[src/rtl/uart_rx_sampler.sv]
// UART receive front end: 16x oversampled start-bit detection with glitch
// rejection, mid-bit sampling, optional parity, stop-bit check and a
// valid/ready character output.
module uart_rx_sampler #(
  parameter int unsigned DATA_BITS = 8
) (
  input  logic                 clk,
  input  logic                 rst,
  input  logic                 i_os_tick,
  input  logic                 i_rx_in,
  input  logic                 i_parity_en,
  input  logic                 i_parity_odd,
  output logic [DATA_BITS-1:0] o_rx_data,
  output logic                 o_rx_valid,
  input  logic                 i_rx_ready,
  output logic                 o_frame_err,
  output logic                 o_parity_err,
  output logic                 o_overrun,
  output logic                 o_busy
);

  typedef enum logic [2:0] {StIdle, StStart, StData, StParity, StStop} state_e;

  state_e               r_state, w_state_next;
  logic                 r_sync1, r_sync2;
  logic                 w_rxs;
  logic [3:0]           r_tick_cnt, w_tick_cnt_next;
  logic [2:0]           r_bit_idx, w_bit_idx_next;
  logic [DATA_BITS-1:0] r_shift, w_shift_next;
  logic                 r_par_en, w_par_en_next;
  logic                 r_par_odd, w_par_odd_next;
  logic                 r_par_err_pend, w_par_err_pend_next;
  logic                 w_complete, w_frame_err_next, w_accept;

  logic [DATA_BITS-1:0] r_rx_data;
  logic                 r_rx_valid, r_frame_err, r_parity_err, r_overrun;

  assign w_rxs    = r_sync2;
  assign w_accept = r_rx_valid & i_rx_ready;

  // Two-flop synchronizer for the asynchronous line; idles high.
  always_ff @(posedge clk or negedge rst) begin
    if (!rst) begin
      r_sync1 <= 1'b1;
      r_sync2 <= 1'b1;
    end else begin
      r_sync1 <= i_rx_in;
      r_sync2 <= r_sync1;
    end
  end

  // Frame FSM and datapath state registers.
  always_ff @(posedge clk or negedge rst) begin
    if (!rst) begin
      r_state        <= StIdle;
      r_tick_cnt     <= 4'd0;
      r_bit_idx      <= 3'd0;
      r_shift        <= '0;
      r_par_en       <= 1'b0;
      r_par_odd      <= 1'b0;
      r_par_err_pend <= 1'b0;
    end else begin
      r_state        <= w_state_next;
      r_tick_cnt     <= w_tick_cnt_next;
      r_bit_idx      <= w_bit_idx_next;
      r_shift        <= w_shift_next;
      r_par_en       <= w_par_en_next;
      r_par_odd      <= w_par_odd_next;
      r_par_err_pend <= w_par_err_pend_next;
    end
  end

  // Next-state logic; everything advances only on the oversampling strobe.
  always_comb begin
    w_state_next        = r_state;
    w_tick_cnt_next     = r_tick_cnt;
    w_bit_idx_next      = r_bit_idx;
    w_shift_next        = r_shift;
    w_par_en_next       = r_par_en;
    w_par_odd_next      = r_par_odd;
    w_par_err_pend_next = r_par_err_pend;
    w_complete          = 1'b0;
    w_frame_err_next    = 1'b0;
    case (r_state)
      StIdle: begin
        w_tick_cnt_next = 4'd0;
        if (i_os_tick && !w_rxs) w_state_next = StStart;
      end
      StStart: begin
        if (i_os_tick) begin
          if (r_tick_cnt == 4'd7) begin
            w_tick_cnt_next = 4'd0;
            if (w_rxs) begin
              // Line went back high before mid start bit: treat as a glitch.
              w_state_next = StIdle;
            end else begin
              w_state_next        = StData;
              w_bit_idx_next      = 3'd0;
              w_shift_next        = '0;
              w_par_en_next       = i_parity_en;
              w_par_odd_next      = i_parity_odd;
              w_par_err_pend_next = 1'b0;
            end
          end else begin
            w_tick_cnt_next = r_tick_cnt + 4'd1;
          end
        end
      end
      StData: begin
        if (i_os_tick) begin
          w_tick_cnt_next = r_tick_cnt + 4'd1;
          if (r_tick_cnt == 4'd15) begin
            // Shift in from the top so the first line bit ends up in the LSB.
            w_shift_next   = {w_rxs, r_shift[DATA_BITS-1:1]};
            w_bit_idx_next = r_bit_idx + 3'd1;
            if (r_bit_idx == 3'(DATA_BITS - 1)) begin
              w_state_next = r_par_en ? StParity : StStop;
            end
          end
        end
      end
      StParity: begin
        if (i_os_tick) begin
          w_tick_cnt_next = r_tick_cnt + 4'd1;
          if (r_tick_cnt == 4'd15) begin
            w_par_err_pend_next = ((^r_shift) ^ w_rxs) != r_par_odd;
            w_state_next        = StStop;
          end
        end
      end
      StStop: begin
        if (i_os_tick) begin
          w_tick_cnt_next = r_tick_cnt + 4'd1;
          if (r_tick_cnt == 4'd15) begin
            // Re-arm at mid stop bit so back-to-back frames are caught.
            w_frame_err_next = ~w_rxs;
            w_complete       = 1'b1;
            w_tick_cnt_next  = 4'd0;
            w_state_next     = StIdle;
          end
        end
      end
      default: w_state_next = StIdle;
    endcase
  end

  // Output holding register; a same-edge accept frees the slot for the new frame.
  always_ff @(posedge clk or negedge rst) begin
    if (!rst) begin
      r_rx_data    <= '0;
      r_rx_valid   <= 1'b0;
      r_frame_err  <= 1'b0;
      r_parity_err <= 1'b0;
      r_overrun    <= 1'b0;
    end else begin
      r_overrun <= 1'b0;
      if (w_complete && (!r_rx_valid || w_accept)) begin
        r_rx_data    <= r_shift;
        r_frame_err  <= w_frame_err_next;
        r_parity_err <= r_par_err_pend;
        r_rx_valid   <= 1'b1;
      end else if (w_complete) begin
        r_overrun <= 1'b1;
      end else if (w_accept) begin
        r_rx_valid <= 1'b0;
      end
    end
  end

  assign o_rx_data    = r_rx_data;
  assign o_rx_valid   = r_rx_valid;
  assign o_frame_err  = r_frame_err;
  assign o_parity_err = r_parity_err;
  assign o_overrun    = r_overrun;
  assign o_busy       = (r_state != StIdle);

endmodule

[config.mk]
export PLATFORM = sky130hd
export DESIGN_NAME = uart_rx_sampler
export DESIGN_NICKNAME = d
export VERILOG_FILES = /design/src/rtl/uart_rx_sampler.sv
export SDC_FILE = /design/constraint.sdc
export NUM_CORES = 1
export LEC_CHECK = 0
export ABC_AREA = 1
export BUFFER_PORTS_ARGS = -buffer_cell sky130_fd_sc_hd__buf_2
export CELL_PAD_IN_SITES_DETAIL_PLACEMENT = 0
export CELL_PAD_IN_SITES_GLOBAL_PLACEMENT = 2
export CORE_UTILIZATION = 30
export DETAILED_ROUTE_END_ITERATION = 16
export PLACE_DENSITY_LB_ADDON = 0.1
export SLEW_MARGIN = 20
export SYNTH_ARGS = -nofsm -noshare
export SYNTH_HDL_FRONTEND = slang
export SYNTH_SLANG_ARGS = --single-unit
[constraint.sdc]
create_clock -name clk -period 1.46 [get_ports clk]
set_input_delay 0.219 -clock clk [delete_from_list [all_inputs] [get_ports clk]]
set_output_delay 0.219 -clock clk [all_outputs]
set_load 0.03 [all_outputs]
# [Word level (Yosys, flattened, before mapping)]
# Index checks and enable logic that the tools add are counted.
[op_classes] reduce_logical=19 bitwise_logic=3 add_sub_neg=2 n_mux=48 eq_ne=21
[op_table] cell="$mux 3" n=16
[op_table] cell="$mux 8" n=5
[op_table] cell="$ne 2x2->1 const B" n=11
[op_table] cell="$mux 4" n=5
[op_table] cell="$mux 1" n=16
[op_table] cell="$pmux 4 s4" n=1
[op_table] cell="$pmux 8 s2" n=1
[op_table] cell="$pmux 3 s5" n=1
[op_table] cell="$reduce_and 6->1" n=2
[op_table] cell="$reduce_and 10->1" n=1
[op_table] cell="$reduce_and 4->1" n=2
[op_table] cell="$reduce_xor 8->1" n=1
[op_table] cell="$eq 3x2->1 const B" n=2
[op_table] cell="$eq 3x3->1 const B" n=2
[op_table] cell="$pmux 3 s2" n=1
[op_table] cell="$reduce_bool 2->1" n=3
[op_table] cell="$add 4x1->4 const B" n=1
[op_table] cell="$eq 4x3->1 const B" n=1
[op_table] cell="$eq 4x4->1 const B" n=1
[op_table] cell="$ne 2x1->1 const B" n=2
[op_table] cell="$reduce_bool 4->1" n=1
[op_table] cell="$add 3x1->3 const B" n=1
[op_table] cell="$eq 3x1->1 const B" n=1
[op_table] cell="$logic_not 3->1" n=1
[op_table] cell="12 further kinds" n=14
[word_totals] output_inout_bits=13 register_bits=35 input_bits=7 wordCells=107

# [Longest topological paths before layout]
[depth] depth_word=7 depth_mapped=10 mapped_depth_nobuf=10

# [Worst setup path before layout]
# OpenSTA, ideal clock, no wires.
[synth_path] path_kind="flip-flop to flip-flop" from="register r_tick_cnt[0]" to="register r_state[1]" n_path_buf=0 synth_period_minus_slack_ns=1.458 path_slack_ns=0.002 stages_incl_launch_ff=11 t_arrival_ns=1.341 path_cell_list="dfrtp_1 > ha_1 > nand2_1 > nor2_1 > inv_1 > nand2_1 > o21ai_1 > nor2_2 > nand3_1 > nand2_1 > nand2_1"
[synth_between] elab_chain_len=3 elab_cells_between_ends=7
[synth_lines] item="start, declared" line_no="27" source="logic [3:0] r_tick_cnt, w_tick_cnt_next;"
[synth_lines] item="start signal, assigned" line_no="64" source="r_tick_cnt <= w_tick_cnt_next;"
[synth_lines] item="$eq 4x4->1 or $eq 4x3->1 (tied branches)"
[synth_lines] item="$ne 2x2->1 (no line)"
[synth_lines] item="$reduce_and 10->1 (no line) (*)"
[synth_lines] item="end signal, assigned" line_no="55" source="r_state <= StIdle;"
[synth_lines] item="end signal, assigned" line_no="63" source="r_state <= w_state_next;"
[synth_lines] item="end, declared" line_no="24" source="state_e r_state, w_state_next;"
# Every way passes the cells marked *; elsewhere a longest branch is shown, timed or not.
# A chain may end at the register's enable or synchronous reset.

# [Worst setup path after layout]
[layout_path] from="register r_state[1]" to="register r_shift[5]"
[layout_between] elab_chain_len=3 elab_cells_between_ends=10
[layout_lines] item="$eq 3x1->1 or $eq 3x2->1 (tied branches)" line_no="84" source="case (r_state)"
[layout_lines] item="$ne 2x2->1 (no line) or $reduce_bool 2->1 (tied branches)"
[layout_lines] item="$reduce_and 6->1 (no line)"
[layout_lines] item="end signal, assigned" line_no="66" source="r_shift <= w_shift_next;"
[layout_lines] item="end, declared" line_no="29" source="logic [DATA_BITS-1:0] r_shift, w_shift_next;"
# Several ways; a longest one is shown, not always the timed one.

==> impl_metrics.tcl <==
set metrics [dict create \
    syn_area_um2 1758 \
    drt-initial-drc-count 65 \
    clk_pin_slew_worst_paths_ps 70 \
    synthMuxAreaShare 0.005694 \
    critical_path_class "flop to flop" \
    antenna_found_initial 0 \
    ios 20 \
    ant_nets 0 \
    min_path_cells 1 \
    die_area_um2 6170 \
    finClkSkew_ps 7.416 \
    power.leakage_nw 1.240 \
    antenna_cells 0 \
    synth_simple_gate_area_frac 0.2754 \
    synth_top_family_by_area "simple AND/OR/NAND/NOR gates" \
    setup_viol 8 \
    hp-class "primary input to flop" \
    core_area_um2 5574 \
    worstMarginPinSlew_ps 436.9 \
    tns_ps -74.08 \
    critPathCaptureType "flop" \
    cap_violations 0 \
    syn_avg_cell_area_um2 8.064 \
    synth_edf_count 0 \
    via_count 1573 \
    yosys_warnings 0 \
    relSlewSlack 0.7087 \
    grt_util_all_layers 0.1468 \
    violations "negative setup slack" \
    first_pass_iters 4 \
    synth_compound_area_frac 0.1125 \
    die_w_um 78.55 \
    rows 27 \
    yosysSeqAreaShare 0.4996 \
    syn_inst 218 \
    cp_cell_sequence "buf_4 -> nand2_1 -> nor2_1 -> nor2_2 -> nand3_2 -> buf_6 -> o22ai_1" \
    finalNetCount 285 \
    cts_tree "built" \
    status "finished, violations left" \
    drive_gt1_frac 0.3406 \
    crit_arrival_ps 1690 \
    clock-sinks 35 \
    async_reset_ff_frac 1.000 \
    utilization 0.4339 \
    drv_slew 0 \
    cts_max_level 2 \
    area_delta_synth_final_pct 37.58 \
    ctsLongestPathBuffers 2 \
    rsz0062_at_grt "yes" \
    grt_pass1_vias 1549 \
    ys_ff_latch 35 \
    crit_path_max_incr_delay_ps 410 \
    grt_pass1_wl_um 7065 \
    avgViaCountPerCell 4.520 \
    finalCritPeriodShare 1.016 \
    ff2ff_path_depth 7 \
    grt_max_degree 21 \
    numCtsBuffers 5 \
    cts-root-buf "clkbuf_8" \
    n_fill_cell 589 \
    die_y_um 78.55 \
    start_util 0.3154 \
    p_per_area_nw_per_um2 1753 \
    path_max_fanout 11 \
    timing.fmax_ghz 0.6739 \
    synth_flop_cell "dfrtp_1" \
    totalWireLength_um 4027 \
    crit_path_start_kind "flop" \
    critPathSlowestCell "dfrtp_1" \
    synth_xor_area_frac 0.009964 \
    globalplace.congestion 0.7937 \
    hpwlAfterDp_um 3039 \
    drt-wirelength-per-cell_um 11.57 \
    vdd.ir_drop.worst_mv 0.6831 \
    ys_types 26 \
    critPathRequiredTime_ps 1670 \
    min_period_ps 1484 \
    numPortBuffers 19 \
    clk_latency_ps 290 \
    drc 0 \
    grt_overflow 0 \
    finalHoldViolations 0 \
    synth_nets 228 \
    synthAdderAreaFrac 0.02135 \
    timing.final.ws_setup_ps -23.80 \
]
==> sequential cells by signal (all words and copies together), names as in the netlist, 3 cells and up <==
register	flops
o_rx_data	8
r_bit_idx	3
r_shift	8
r_state	3
r_tick_cnt	4
==> what timing repair did <==
item                                    CTS  global route
hold buffers                              1             0
hold endpoints to repair                 14             0
pin swaps                                10             7
endpoints found under the setup margin   29            30
gates resized for setup                  25            17
setup buffers                             4             4
==> routing by layer <==
metal | track usage | wire length (um) | vias up
li1 | - | - | 824
met1 | 0.2074 | 2091 | 717
met2 | 0.2165 | 1733 | 25
met3 | 0.03605 | 145 | 7
met4 | 0.05000 | 57 | 0
met5 | 0 | 0 | -
==> final timing paths <==
kind / startpoint / endpoint / slack [ps]
worst max register to register: r_state[1] / r_shift[5] / -20
worst min register to register: r_sync1 / r_sync2 / 370
worst max-delay path: r_state[1] / r_shift[5] / -20
worst min-delay path: i_rx_in / r_sync1 / 20
max in group asynchronous: rst / r_shift[2] / 600
min in group asynchronous: rst / r_state[0] / 420
==> cells by family (layout without fill, tap and decap cells) <==
kind of cell	after synthesis	after routing
xor+xnor	2	2
mux	1	1
buf+inv	33	91
simple gates	108	108
fa+ha+maj	3	3
compound gates	36	36
flops	35	35
==> worst max-delay path, delay by kind of cell (launching register included) <==
family | cells | cell delay, ps
AOI/OAI and AO/OA | 1 | 160
buffers and inverters | 2 | 320
DFF | 1 | 410
and+or+nand+nor | 4 | 510
==> metrics by stage <==
step	total power (W)	hold WS, ps	instance area [um^2]	worst slack [ps]	cells
2_1_floorplan	0.002453	-76.59	1758	1.545	218
3_3_place_gp	0.003169	181.1	2136	-135.5	331
3_5_place_dp	0.003155	183.3	2136	-162.0	331
4_1_cts	0.004110	15.25	2341	-45.66	344
5_1_grt	0.004630	7.519	2419	-149.8	348
6_report	0.004239	23.79	2419	-23.80	348
==> synthesized netlist by cell type, types with 2 or more instances <==
| master | count | area, um^2 |
|---|---|---|
| a21oi_1 | 4 | 20.02 |
| dfrtp_1 | 33 | 825.8 |
| dfstp_2 | 2 | 52.55 |
| ha_1 | 3 | 37.54 |
| inv_1 | 27 | 101.4 |
| inv_2 | 3 | 11.26 |
| nand2_1 | 57 | 214.0 |
| nand2_2 | 2 | 12.51 |
| nand3_1 | 21 | 105.1 |
| nand4_1 | 3 | 18.77 |
| nor2_1 | 15 | 56.30 |
| nor2_2 | 6 | 37.54 |
| o211ai_1 | 2 | 15.01 |
| o21ai_0 | 14 | 70.07 |
| o21ai_1 | 6 | 30.03 |
| o22ai_1 | 10 | 62.56 |
==> final cells by class <==
| class | count | area, um^2 | share of cell area |
|---|---|---|---|
| clock buffer | 6 | 72.57 | 0.03001 |
| clock inverter | 2 | 12.51 | 0.005173 |
| inverter | 30 | 112.6 | 0.04656 |
| multi-input combinational | 150 | 853.3 | 0.3528 |
| sequential | 35 | 878.3 | 0.3632 |
| tap | 72 | 90.09 | 0.03725 |
| timing repair buffer | 53 | 399.1 | 0.1650 |
==> placed cells by master (no fill, tap or decap), types with 3 or more instances in the layout <==
| cell | n |
|---|---|
| nor2_2 | 4 |
| nand2_2 | 4 |
| a21oi_1 | 4 |
| inv_2 | 6 |
| nor2_1 | 13 |
| nand3_1 | 17 |
| o21ai_0 | 6 |
| buf_6 | 5 |
| nand2_4 | 3 |
| dfrtp_1 | 33 |
| nand2_1 | 52 |
| o21ai_2 | 4 |
| nor2_4 | 4 |
| o21ai_1 | 10 |
| nand4_1 | 3 |
| inv_1 | 24 |
| o22ai_1 | 9 |
| buf_4 | 27 |
| nand3_2 | 5 |
| buf_2 | 18 |
| clkbuf_8 | 5 |
==> where the power goes <==
group          leakage (nW)  total, W  internal (W)  switching [W]
logic                 0.735   0.00229       0.00105        0.00123
clock network        0.0412  0.000684      0.000333       0.000351
registers             0.463   0.00127       0.00114       0.000127
total                  1.24   0.00424       0.00253        0.00171
Note: power is estimated with default switching activity, not from simulation.
